<file path="src/rtl/div_unit.sv">
// div_unit -- iterative restoring radix-2 divider for DIV/DIVU in execute.
//
// Produces {HI = remainder, LO = quotient}. One quotient bit per cycle, so
// a normal divide takes DATA_W cycles in RUN plus one DONE cycle in which
// ready_o pulses. While the divide is busy, stall_o holds the pipeline.
// A flush (annul_i) abandons the operation with no ready_o pulse.
//
// Optional feature: define DIV_ZERO_FAST_EN to short-cut divide-by-zero
// through a one-cycle ZERO state (ready_o in cycle 2 instead of DATA_W+1).
//
// Ports:
//   clk        pipeline clock, rising edge
//   rst        asynchronous reset, active low
//   start_i    execute-stage instruction is a valid DIV/DIVU
//   signed_i   1 = DIV (two's complement), 0 = DIVU
//   annul_i    execute-stage flush; cancels a request or running divide
//   opdata1_i  dividend (rs)
//   opdata2_i  divisor (rt)
//   result_o   {remainder, quotient}, held until the next completion
//   ready_o    one-cycle pulse, result_o valid -> write HI/LO
//   stall_o    combinational stall request to the hazard logic
module div_unit #(
  parameter int DATA_W = 32
) (
  input  logic                  clk,
  input  logic                  rst,
  input  logic                  start_i,
  input  logic                  signed_i,
  input  logic                  annul_i,
  input  logic [DATA_W-1:0]     opdata1_i,
  input  logic [DATA_W-1:0]     opdata2_i,
  output logic [2*DATA_W-1:0]   result_o,
  output logic                  ready_o,
  output logic                  stall_o
);

  localparam int CNT_W = $clog2(DATA_W) + 1;

  typedef enum logic [1:0] {
    S_IDLE = 2'd0,
    S_RUN  = 2'd1,
    S_DONE = 2'd2
`ifdef DIV_ZERO_FAST_EN
    , S_ZERO = 2'd3
`endif
  } state_t;

  state_t                state_q, state_d;
  logic [CNT_W-1:0]      cnt_q, cnt_d;
  logic [DATA_W-1:0]     dvd_q, dvd_d;     // dividend magnitude; quotient shifts in at LSB
  logic [DATA_W-1:0]     dvs_q, dvs_d;     // divisor magnitude
  logic [DATA_W-1:0]     rem_q, rem_d;     // partial remainder
  logic [DATA_W-1:0]     raw_q, raw_d;     // dividend as latched, for divide-by-zero
  logic                  negq_q, negq_d;
  logic                  negr_q, negr_d;
  logic                  dz_q, dz_d;
  logic [2*DATA_W-1:0]   result_q, result_d;

  // ---------------------------------------------------------------------
  // Operand conditioning at accept time
  // ---------------------------------------------------------------------
  logic              a_neg, b_neg;
  logic [DATA_W-1:0] a_mag, b_mag;
  logic              accept;

  always_comb begin
    a_neg  = signed_i & opdata1_i[DATA_W-1];
    b_neg  = signed_i & opdata2_i[DATA_W-1];
    // Negating the most negative value wraps back to itself, which read as
    // unsigned is exactly its magnitude.
    a_mag  = a_neg ? (~opdata1_i + 1'b1) : opdata1_i;
    b_mag  = b_neg ? (~opdata2_i + 1'b1) : opdata2_i;
    accept = (state_q == S_IDLE) & start_i & ~annul_i;
  end

  // ---------------------------------------------------------------------
  // One restoring step
  // ---------------------------------------------------------------------
  logic [DATA_W:0]   rem_sh, rem_sub;
  logic              ge;
  logic [DATA_W-1:0] rem_nx, quo_nx;
  logic              last_step;

  always_comb begin
    rem_sh    = {rem_q, dvd_q[DATA_W-1]};
    rem_sub   = rem_sh - {1'b0, dvs_q};
    ge        = (rem_sh >= {1'b0, dvs_q});
    rem_nx    = ge ? rem_sub[DATA_W-1:0] : rem_sh[DATA_W-1:0];
    quo_nx    = {dvd_q[DATA_W-2:0], ge};
    last_step = (cnt_q == CNT_W'(DATA_W - 1));
  end

  // Final sign correction; divide-by-zero bypasses it and returns the raw
  // dividend with an all-ones quotient regardless of sign mode.
  function automatic logic [2*DATA_W-1:0] finish(
    input logic [DATA_W-1:0] rem,
    input logic [DATA_W-1:0] quo,
    input logic              dz,
    input logic              negq,
    input logic              negr,
    input logic [DATA_W-1:0] raw
  );
    logic [DATA_W-1:0] r, q;
    r = negr ? (~rem + 1'b1) : rem;
    q = negq ? (~quo + 1'b1) : quo;
    if (dz) finish = {raw, {DATA_W{1'b1}}};
    else    finish = {r, q};
  endfunction

  // ---------------------------------------------------------------------
  // State register and datapath flops
  // ---------------------------------------------------------------------
  always_ff @(posedge clk or negedge rst) begin
    if (!rst) begin
      state_q  <= S_IDLE;
      cnt_q    <= '0;
      dvd_q    <= '0;
      dvs_q    <= '0;
      rem_q    <= '0;
      raw_q    <= '0;
      negq_q   <= 1'b0;
      negr_q   <= 1'b0;
      dz_q     <= 1'b0;
      result_q <= '0;
    end else begin
      state_q  <= state_d;
      cnt_q    <= cnt_d;
      dvd_q    <= dvd_d;
      dvs_q    <= dvs_d;
      rem_q    <= rem_d;
      raw_q    <= raw_d;
      negq_q   <= negq_d;
      negr_q   <= negr_d;
      dz_q     <= dz_d;
      result_q <= result_d;
    end
  end

  // ---------------------------------------------------------------------
  // Next state
  // ---------------------------------------------------------------------
  always_comb begin
    state_d = state_q;
    case (state_q)
      S_IDLE: begin
        if (accept) begin
`ifdef DIV_ZERO_FAST_EN
          state_d = (opdata2_i == '0) ? S_ZERO : S_RUN;
`else
          state_d = S_RUN;
`endif
        end
      end
      S_RUN: begin
        if (annul_i)        state_d = S_IDLE;
        else if (last_step) state_d = S_DONE;
      end
`ifdef DIV_ZERO_FAST_EN
      S_ZERO:  state_d = annul_i ? S_IDLE : S_DONE;
`endif
      // The start_i still visible in DONE belongs to the instruction that is
      // leaving execute with this result, so it is not re-accepted.
      S_DONE:  state_d = S_IDLE;
      default: state_d = S_IDLE;
    endcase
  end

  // ---------------------------------------------------------------------
  // Datapath next values
  // ---------------------------------------------------------------------
  always_comb begin
    cnt_d    = cnt_q;
    dvd_d    = dvd_q;
    dvs_d    = dvs_q;
    rem_d    = rem_q;
    raw_d    = raw_q;
    negq_d   = negq_q;
    negr_d   = negr_q;
    dz_d     = dz_q;
    result_d = result_q;
    case (state_q)
      S_IDLE: begin
        if (accept) begin
          cnt_d  = '0;
          dvd_d  = a_mag;
          dvs_d  = b_mag;
          rem_d  = '0;
          raw_d  = opdata1_i;
          negq_d = a_neg ^ b_neg;
          negr_d = a_neg;
          dz_d   = (opdata2_i == '0);
        end
      end
      S_RUN: begin
        if (!annul_i) begin
          dvd_d = quo_nx;
          rem_d = rem_nx;
          cnt_d = cnt_q + CNT_W'(1);
          // Result is registered on the edge that enters DONE.
          if (last_step)
            result_d = finish(rem_nx, quo_nx, dz_q, negq_q, negr_q, raw_q);
        end
      end
`ifdef DIV_ZERO_FAST_EN
      S_ZERO: begin
        if (!annul_i)
          result_d = {raw_q, {DATA_W{1'b1}}};
      end
`endif
      default: ;
    endcase
  end

  // ---------------------------------------------------------------------
  // Outputs
  // ---------------------------------------------------------------------
  always_comb begin
    result_o = result_q;
    ready_o  = (state_q == S_DONE);
    // Gated by rst so the request from an accepting cycle cannot leak out
    // while reset is held.
    stall_o  = rst & (accept | (state_q == S_RUN)
`ifdef DIV_ZERO_FAST_EN
                              | (state_q == S_ZERO)
`endif
                             );
  end

endmodule
</file>
<file path="config.mk">
export PLATFORM = sky130hd
export DESIGN_NAME = div_unit
export DESIGN_NICKNAME = d
export VERILOG_FILES = /design/src/rtl/div_unit.sv
export SDC_FILE = /design/constraint.sdc
export NUM_CORES = 1
export LEC_CHECK = 0
export ABC_AREA = 1
export BUFFER_PORTS_ARGS = -buffer_cell sky130_fd_sc_hd__buf_2
export CAP_MARGIN = 10
export CORE_MARGIN = 4
export CORE_UTILIZATION = 58
export DETAILED_ROUTE_END_ITERATION = 12
export PLACE_DENSITY = 0.78
export SYNTH_ARGS = -nofsm -noshare
export SYNTH_HDL_FRONTEND = slang
export SYNTH_SLANG_ARGS = --single-unit
</file>
<file path="constraint.sdc">
create_clock -name clk -period 4.3 [get_ports clk]
set_clock_uncertainty 0.2 [all_clocks]
set_input_delay 1.075 -clock clk [delete_from_list [all_inputs] [get_ports clk]]
set_output_delay 1.075 -clock clk [all_outputs]
set_load 0.03 [all_outputs]
</file>
### Word-level counts from Yosys, hierarchy flattened

Index checks and enable logic that the tools add are counted.
Widths: inputs -> output; s select.

* bits in registers: 203
* latch bits: 0
* RAM bits: 0
* memory bits (read-only): 0
* input port bits: 69
* memories: 0

* $add $sub $neg: 6
* $mul: 0
* divide/modulo/power cells: 0
* order comparisons: 1
* equal/unequal tests: 6
* shifts and indexed selects: 0
* mux-type cells: 19
* bitwise gates (word level): 12
* reductions and logical operators: 7

Operators by type and width (number)
* $mux 32: 9
* $add 32x1->32 const B: 4
* $not 32->32: 4
* $pmux 32 s2: 2
* $mux 64: 1
* $ge 33x32->1: 1
* $logic_not 32->1: 1
* $sub 32x32->32: 1
* $mux 6: 2
* $pmux 6 s2: 1
* $add 6x1->6 const B: 1
* $eq 6x5->1 const B: 1
* $mux 2: 3
* $reduce_and 3->1: 2
* $and 1x1->1: 5
* $ne 2x2->1 const B: 2
* $pmux 2 s2: 1
* $reduce_and 2->1: 2
* $ne 3x3->1 const B: 1
* $eq 2x1->1 const B: 1
* $eq 2x2->1 const B: 1
* $logic_not 2->1: 1
* $reduce_bool 2->1: 1
* $not 1->1: 1
* 2 further kinds: 2

### Depth between registers and ports, before layout

* word-level depth: 6
* depth in mapped cells: 31

### Least setup slack after synthesis

No wires, ideal clock.

* path type: flip-flop to flip-flop
* start point: reg rem_q[15]
* end point: reg result_q[28], in the netlist result_o[28]
* arrival time: 3.571 ns
* data required time: 4.036 ns
* path slack: 0.465 ns
* stages on the path, launching flop included: 30
* buffers on the path: 2
* clock period less this slack: 3.835 ns
* path through: dfrtp_1 ha_1 nand2_2 inv_1 nand2_1 nand2_1 o21bai_2 inv_2 nand2_2 nand2_4 nand2_4 buf_8 inv_4 buf_4 ha_1 nand2_1 nor2_1 nand2_1 nor3_2 nand3_1 o21ai_1 and2_1 o21ai_1 nor2_1 o21ai_1 a21oi_1 a21oi_1 o21ai_0 o21ai_0 inv_1

* word-level cells in the longest chain between the ends: 5

RTL lines
* start: declaration: line 52 `logic [DATA_W-1:0] rem_q, rem_d;`
* start signal: assignment: line 130 `rem_q <= rem_d;`
* $ge 33x32->1: line 87 `ge = (rem_sh >= {1'b0, dvs_q});`
* $not 32->32: line 105 `q = negq ? (~quo + 1'b1) : quo;`
* $add 32x1->32: line 105
* $mux 32: line 105
* $mux 64: line 106 `if (dz) finish = {raw, {DATA_W{1'b1}}};`
* end signal: assignment: line 135 `result_q <= result_d;`
* end: declaration: line 57 `logic [2*DATA_W-1:0] result_q, result_d;`

No other way between the ends.
A chain may end at the register's enable or synchronous reset.

### Worst setup path after layout

* start point: reg rem_q[26]
* end point: reg result_q[60], in the netlist result_o[60]

* word-level cells in the longest chain between the ends: 6

RTL lines
* $sub 32x32->32 / $ge 33x32->1 (equally long branches): line 86, 87
* $mux 32 *: line 88 `rem_nx = ge ? rem_sub[DATA_W-1:0] : rem_sh[DATA_W-1:0];`
* $not 32->32: line 104 `r = negr ? (~rem + 1'b1) : rem;`
* $add 32x1->32: line 104
* $mux 32 *: line 104
* $mux 64 *: line 106

Every way passes the cells marked *; elsewhere a longest branch is shown, timed or not.

==> impl_results.rst <==
.. list-table::
   :header-rows: 1

   * - Metric
     - Value
   * - Worst Setup Slack, final
     - 0.285 ns
   * - Cell Area, Synth
     - 14000 sq um
   * - Count of unique library cells instantiated by Yosys
     - 58
   * - Die W
     - 163 microns
   * - CTS Hold Bufs
     - 0
   * - Max-cap violations
     - 0
   * - Routed via count divided by cell count
     - slightly below 6
   * - Length in cells of the worst reg-to-reg path
     - 20
   * - Routability congestion estimate from global placement
     - ~1
   * - Buffer type at the clock tree root
     - sky130_fd_sc_hd__clkbuf_16
   * - CTS tree
     - built
   * - ANT nets after route
     - 0
   * - Number of filler instances in the final layout
     - 2137
   * - Uppermost routed layer
     - met4
   * - Number of setup violations in the final report
     - 0
   * - Final-report hold violation count
     - 0
   * - Number of pins exceeding their max-slew limit in the final report
     - 0
   * - Number of H-tree levels
     - 1
   * - Area of combinational cells with multiple inputs
     - 7710 sq um
   * - Largest net degree at the start of global routing
     - 74
   * - Total overflow reported by the global router
     - 0
   * - Number of antenna violations at the first check in global routing
     - 0
   * - Crit end category
     - flop
   * - Final critical-path required period
     - 4.01 ns
   * - Die ar.
     - 26700 sq um
   * - Mean routed wirelength per cell
     - between 15 and 20 microns
   * - Syn Nets
     - 2141
   * - Kind of critical path
     - flop to flop
   * - Startpoint type of the worst setup path
     - flop
   * - Vias
     - 14.4k
   * - Power density normalized to cell area
     - 735 nW/um^2
   * - Gate count after technology mapping
     - 2034
   * - Routed metal-1 wire length
     - 21.2 mm
   * - Total number of clock tree sinks
     - 203
   * - Sequential cell area
     - between 5000 and 6000 sq um
   * - Worst ir drop on vdd
     - 0.377 mV
   * - Source-to-sink clock delay at the later pin of the worst-skew pair
     - 0.54 ns
   * - Sequential fraction of the synthesis area
     - between 30% and 40%
   * - Drt total wl
     - 46.7 mm
   * - Met2 WL post-DR
     - 19.7 mm
   * - Number of clock buffers inserted by TritonCTS
     - 25
   * - Starting DRC count in detailed routing
     - 1533
   * - Clock-pin slew reported for the worst setup and hold paths after clock tree synthesis
     - roughly 0.060 ns
   * - Tightest Pin Transition
     - roughly 1.1 ns
   * - Post-synth EDFFs
     - 0
   * - Area growth from synthesis to layout
     - 14.0%
   * - DPL Wire Length
     - approximately 35 mm
   * - Antenna diode count
     - 0
   * - Total number of yosys warnings
     - 0
   * - Total global-route track usage
     - 35.1%
   * - Max-Slew Margin vs Limit
     - 27.1%
   * - Synthesis-stage register bit count
     - 203
   * - Status
     - finished, final reports clean
   * - Worst EP required
     - 4.52 ns
   * - Die boundary height
     - 163 microns
   * - Part of the cycle the worst path needs
     - 93.4%
   * - Number of global-route vias before repair
     - 13.6k
   * - Area of the placeable core
     - 23600 sq um
   * - WP data arrival
     - 4.23 ns
   * - Static Leakage
     - 8.40 nW
   * - Global-route wire length before repair
     - around 74 mm
   * - Path type of the worst min-delay path
     - input port to asynchronous set/reset pin
   * - DRC violations left
     - 0
   * - Fraction of final layout cells sized beyond drive strength 1
     - 14.3%
   * - Port Buf Inserts
     - approximately 130
   * - First-pass iteration count of the detailed router
     - 5
   * - # IOs
     - 135
   * - Summed area of non-filler cells in the final layout
     - 16000 sq um
   * - Worst-case clock buffer depth
     - 3
   * - Placement-stage cell area
     - approximately 15000 sq um
   * - Biggest fanout along the worst timing path
     - 24
   * - Initial Util
     - around 60%
   * - Max Fclk
     - 0.249 GHz
   * - Leading register cell type out of synthesis
     - sky130_fd_sc_hd__dfrtp_1
   * - Syn avg cell area
     - roughly 6.9 sq um
   * - Asr flop ratio synth
     - between 90% and 100%
   * - Setup WS pre-CTS
     - 0.0191 ns
   * - Fin nets
     - 2266
   * - Floorplan row count
     - 56
   * - Wire length on met3
     - 4.71 mm
[cell usage in the layout (no fill, tap or decap), types with 5 or more instances in the layout]
| cell | count |
|---|---|
| sky130_fd_sc_hd__a21oi_1 | 73 |
| sky130_fd_sc_hd__a21oi_2 | 5 |
| sky130_fd_sc_hd__a22oi_1 | 30 |
| sky130_fd_sc_hd__a31oi_1 | 16 |
| sky130_fd_sc_hd__buf_2 | 133 |
| sky130_fd_sc_hd__buf_4 | 33 |
| sky130_fd_sc_hd__clkbuf_1 | 6 |
| sky130_fd_sc_hd__clkbuf_16 | 25 |
| sky130_fd_sc_hd__clkbuf_8 | 5 |
| sky130_fd_sc_hd__dfrtp_1 | 203 |
| sky130_fd_sc_hd__ha_1 | 33 |
| sky130_fd_sc_hd__inv_1 | 253 |
| sky130_fd_sc_hd__inv_2 | 9 |
| sky130_fd_sc_hd__nand2_1 | 583 |
| sky130_fd_sc_hd__nand2_2 | 31 |
| sky130_fd_sc_hd__nand3_1 | 109 |
| sky130_fd_sc_hd__nand3_2 | 9 |
| sky130_fd_sc_hd__nand3b_1 | 8 |
| sky130_fd_sc_hd__nand4_1 | 16 |
| sky130_fd_sc_hd__nor2_1 | 168 |
| sky130_fd_sc_hd__nor2_2 | 18 |
| sky130_fd_sc_hd__nor2_4 | 9 |
| sky130_fd_sc_hd__nor3_1 | 33 |
| sky130_fd_sc_hd__nor4_1 | 7 |
| sky130_fd_sc_hd__o211ai_1 | 7 |
| sky130_fd_sc_hd__o21ai_0 | 166 |
| sky130_fd_sc_hd__o21ai_1 | 15 |
| sky130_fd_sc_hd__o21bai_1 | 7 |
| sky130_fd_sc_hd__o22ai_1 | 24 |
| sky130_fd_sc_hd__or2_2 | 9 |
| sky130_fd_sc_hd__xnor2_1 | 18 |
| sky130_fd_sc_hd__xor2_1 | 60 |
[cell usage after synthesis (8+ instances only)]
| cell type | number | area [sq um] |
|---|---|---|
| sky130_fd_sc_hd__nand4_1 | 16 | 100 |
| sky130_fd_sc_hd__nand3_1 | 111 | 556 |
| sky130_fd_sc_hd__inv_2 | 8 | 30.0 |
| sky130_fd_sc_hd__nand2_1 | 586 | 2200 |
| sky130_fd_sc_hd__xnor2_1 | 18 | 158 |
| sky130_fd_sc_hd__nor2_2 | 16 | 100 |
| sky130_fd_sc_hd__or2_2 | 9 | 56.3 |
| sky130_fd_sc_hd__ha_1 | 37 | 463 |
| sky130_fd_sc_hd__o22ai_1 | 24 | 150 |
| sky130_fd_sc_hd__clkbuf_1 | 54 | 203 |
| sky130_fd_sc_hd__xor2_1 | 60 | 526 |
| sky130_fd_sc_hd__nor2_1 | 173 | 649 |
| sky130_fd_sc_hd__nand2_2 | 28 | 175 |
| sky130_fd_sc_hd__dfrtp_1 | 203 | 5080 |
| sky130_fd_sc_hd__nand3b_1 | 8 | 60.1 |
| sky130_fd_sc_hd__nor3_1 | 33 | 165 |
| sky130_fd_sc_hd__a22oi_1 | 30 | 225 |
| sky130_fd_sc_hd__nand3_2 | 8 | 80.1 |
| sky130_fd_sc_hd__a31oi_1 | 16 | 100 |
| sky130_fd_sc_hd__o21ai_1 | 17 | 85.1 |
| sky130_fd_sc_hd__o21ai_0 | 167 | 836 |
| sky130_fd_sc_hd__inv_1 | 254 | 953 |
| sky130_fd_sc_hd__a21oi_1 | 77 | 385 |
[per-layer routing]
layer / track usage [%] / vias up
li1: - / 6814
met1: 54.4 / 6766
met2: 51.4 / 734
met3: 5.68 / 78
met4: 8.39 / 0
met5: 0 / -
[kinds of logic (layout without fill, tap and decap cells)]
group | Yosys count | after routing | share of synthesized area, %
AO/OA/AOI/OAI | 370 | 370 | 15.0
flip-flops | 203 | 203 | 36.3
XOR/XNOR | 78 | 78 | 4.88
buffers and inverters | 336 | 476 | 9.53
AND/OR/NAND/NOR | 1009 | 1009 | 30.8
adder cells (fa/ha/maj) | 38 | 38 | 3.45
[per-stage QoR]
step | total power, mW | setup TNS, ns | hold slack (ns) | cells | utilization (%)
finish | 11.7 | 0 | 0.238 | 2493 | 67.6
global route | 12.6 | -0.0152 | 0.245 | 2493 | 67.6
CTS | 11.5 | 0 | 0.230 | 2490 | 67.2
detailed placement | 9.22 | 0 | 0.260 | 2448 | 63.6
global placement | 9.17 | 0 | 0.250 | 2448 | 63.6
floorplan | 7.43 | 0 | 0.234 | 2034 | -
[worst paths after layout]
kind                                             from                       end  slack [ns]
worst max-delay path            rem_q[26]$_DFFE_PN0P_  result_o[60]$_DFFE_PN0P_        0.29
worst min-delay path                              rst     dvs_q[18]$_DFFE_PN0P_        0.24
worst max register to register  rem_q[26]$_DFFE_PN0P_  result_o[60]$_DFFE_PN0P_        0.29
worst min register to register   cnt_q[5]$_DFFE_PN0P_      cnt_q[5]$_DFFE_PN0P_        0.26
max in group asynchronous                         rst     dvd_q[14]$_DFFE_PN0P_        2.45
min in group clk                 cnt_q[5]$_DFFE_PN0P_      cnt_q[5]$_DFFE_PN0P_        0.26
[critical path: stages, from the launching register on]
cell,delay (ns)
sky130_fd_sc_hd__dfrtp_1,0.41
sky130_fd_sc_hd__ha_1,0.42
sky130_fd_sc_hd__nand2_1,0.12
sky130_fd_sc_hd__nor2_1,0.23
sky130_fd_sc_hd__nand2_1,0.15
sky130_fd_sc_hd__nor2_1,0.22
sky130_fd_sc_hd__nand2_4,0.08
sky130_fd_sc_hd__nand2_4,0.09
sky130_fd_sc_hd__buf_4,0.35
sky130_fd_sc_hd__nand2_1,0.12
sky130_fd_sc_hd__nand2_2,0.11
sky130_fd_sc_hd__ha_1,0.19
sky130_fd_sc_hd__nand3_1,0.15
sky130_fd_sc_hd__nor2_4,0.24
sky130_fd_sc_hd__nand3_2,0.10
sky130_fd_sc_hd__nand2_2,0.19
sky130_fd_sc_hd__nand3_1,0.10
sky130_fd_sc_hd__nand2_1,0.06
sky130_fd_sc_hd__nand3_1,0.11
sky130_fd_sc_hd__nand2_1,0.17
sky130_fd_sc_hd__nand2_1,0.07
[final cells by class]
class                           instances  area share, %
Clock buffer                           35           4.40
Clock inverter                          7          0.893
Inverter                              267           6.29
Multi-Input combinational cell       1495           48.3
Sequential cell                       203           31.8
Tap cell                              319           2.50
Timing Repair Buffer                  167           5.80
[repair_timing]
action,CTS,global route
gates resized for setup,1,23
setup buffers,0,3
pin swaps,0,6
setup endpoints to repair,1,5
[flip-flops by register name, summed over array words and instances (netlist names)]
name	count
rem_q	32
dvs_q	32
negr_q	1
result_o	64
cnt_q	6
dz_q	1
dvd_q	32
raw_q	32
negq_q	1
state_q	2
[power breakdown]
| group | internal [mW] | total [mW] | switching [mW] | leakage [nW] |
|---|---|---|---|---|
| logic | 2.14 | 6.90 | 4.77 | 5.39 |
| registers | 2.29 | 2.62 | 0.338 | 2.59 |
| clock network | 1.37 | 2.21 | 0.841 | 0.413 |
(Power assumes the default switching activity.)
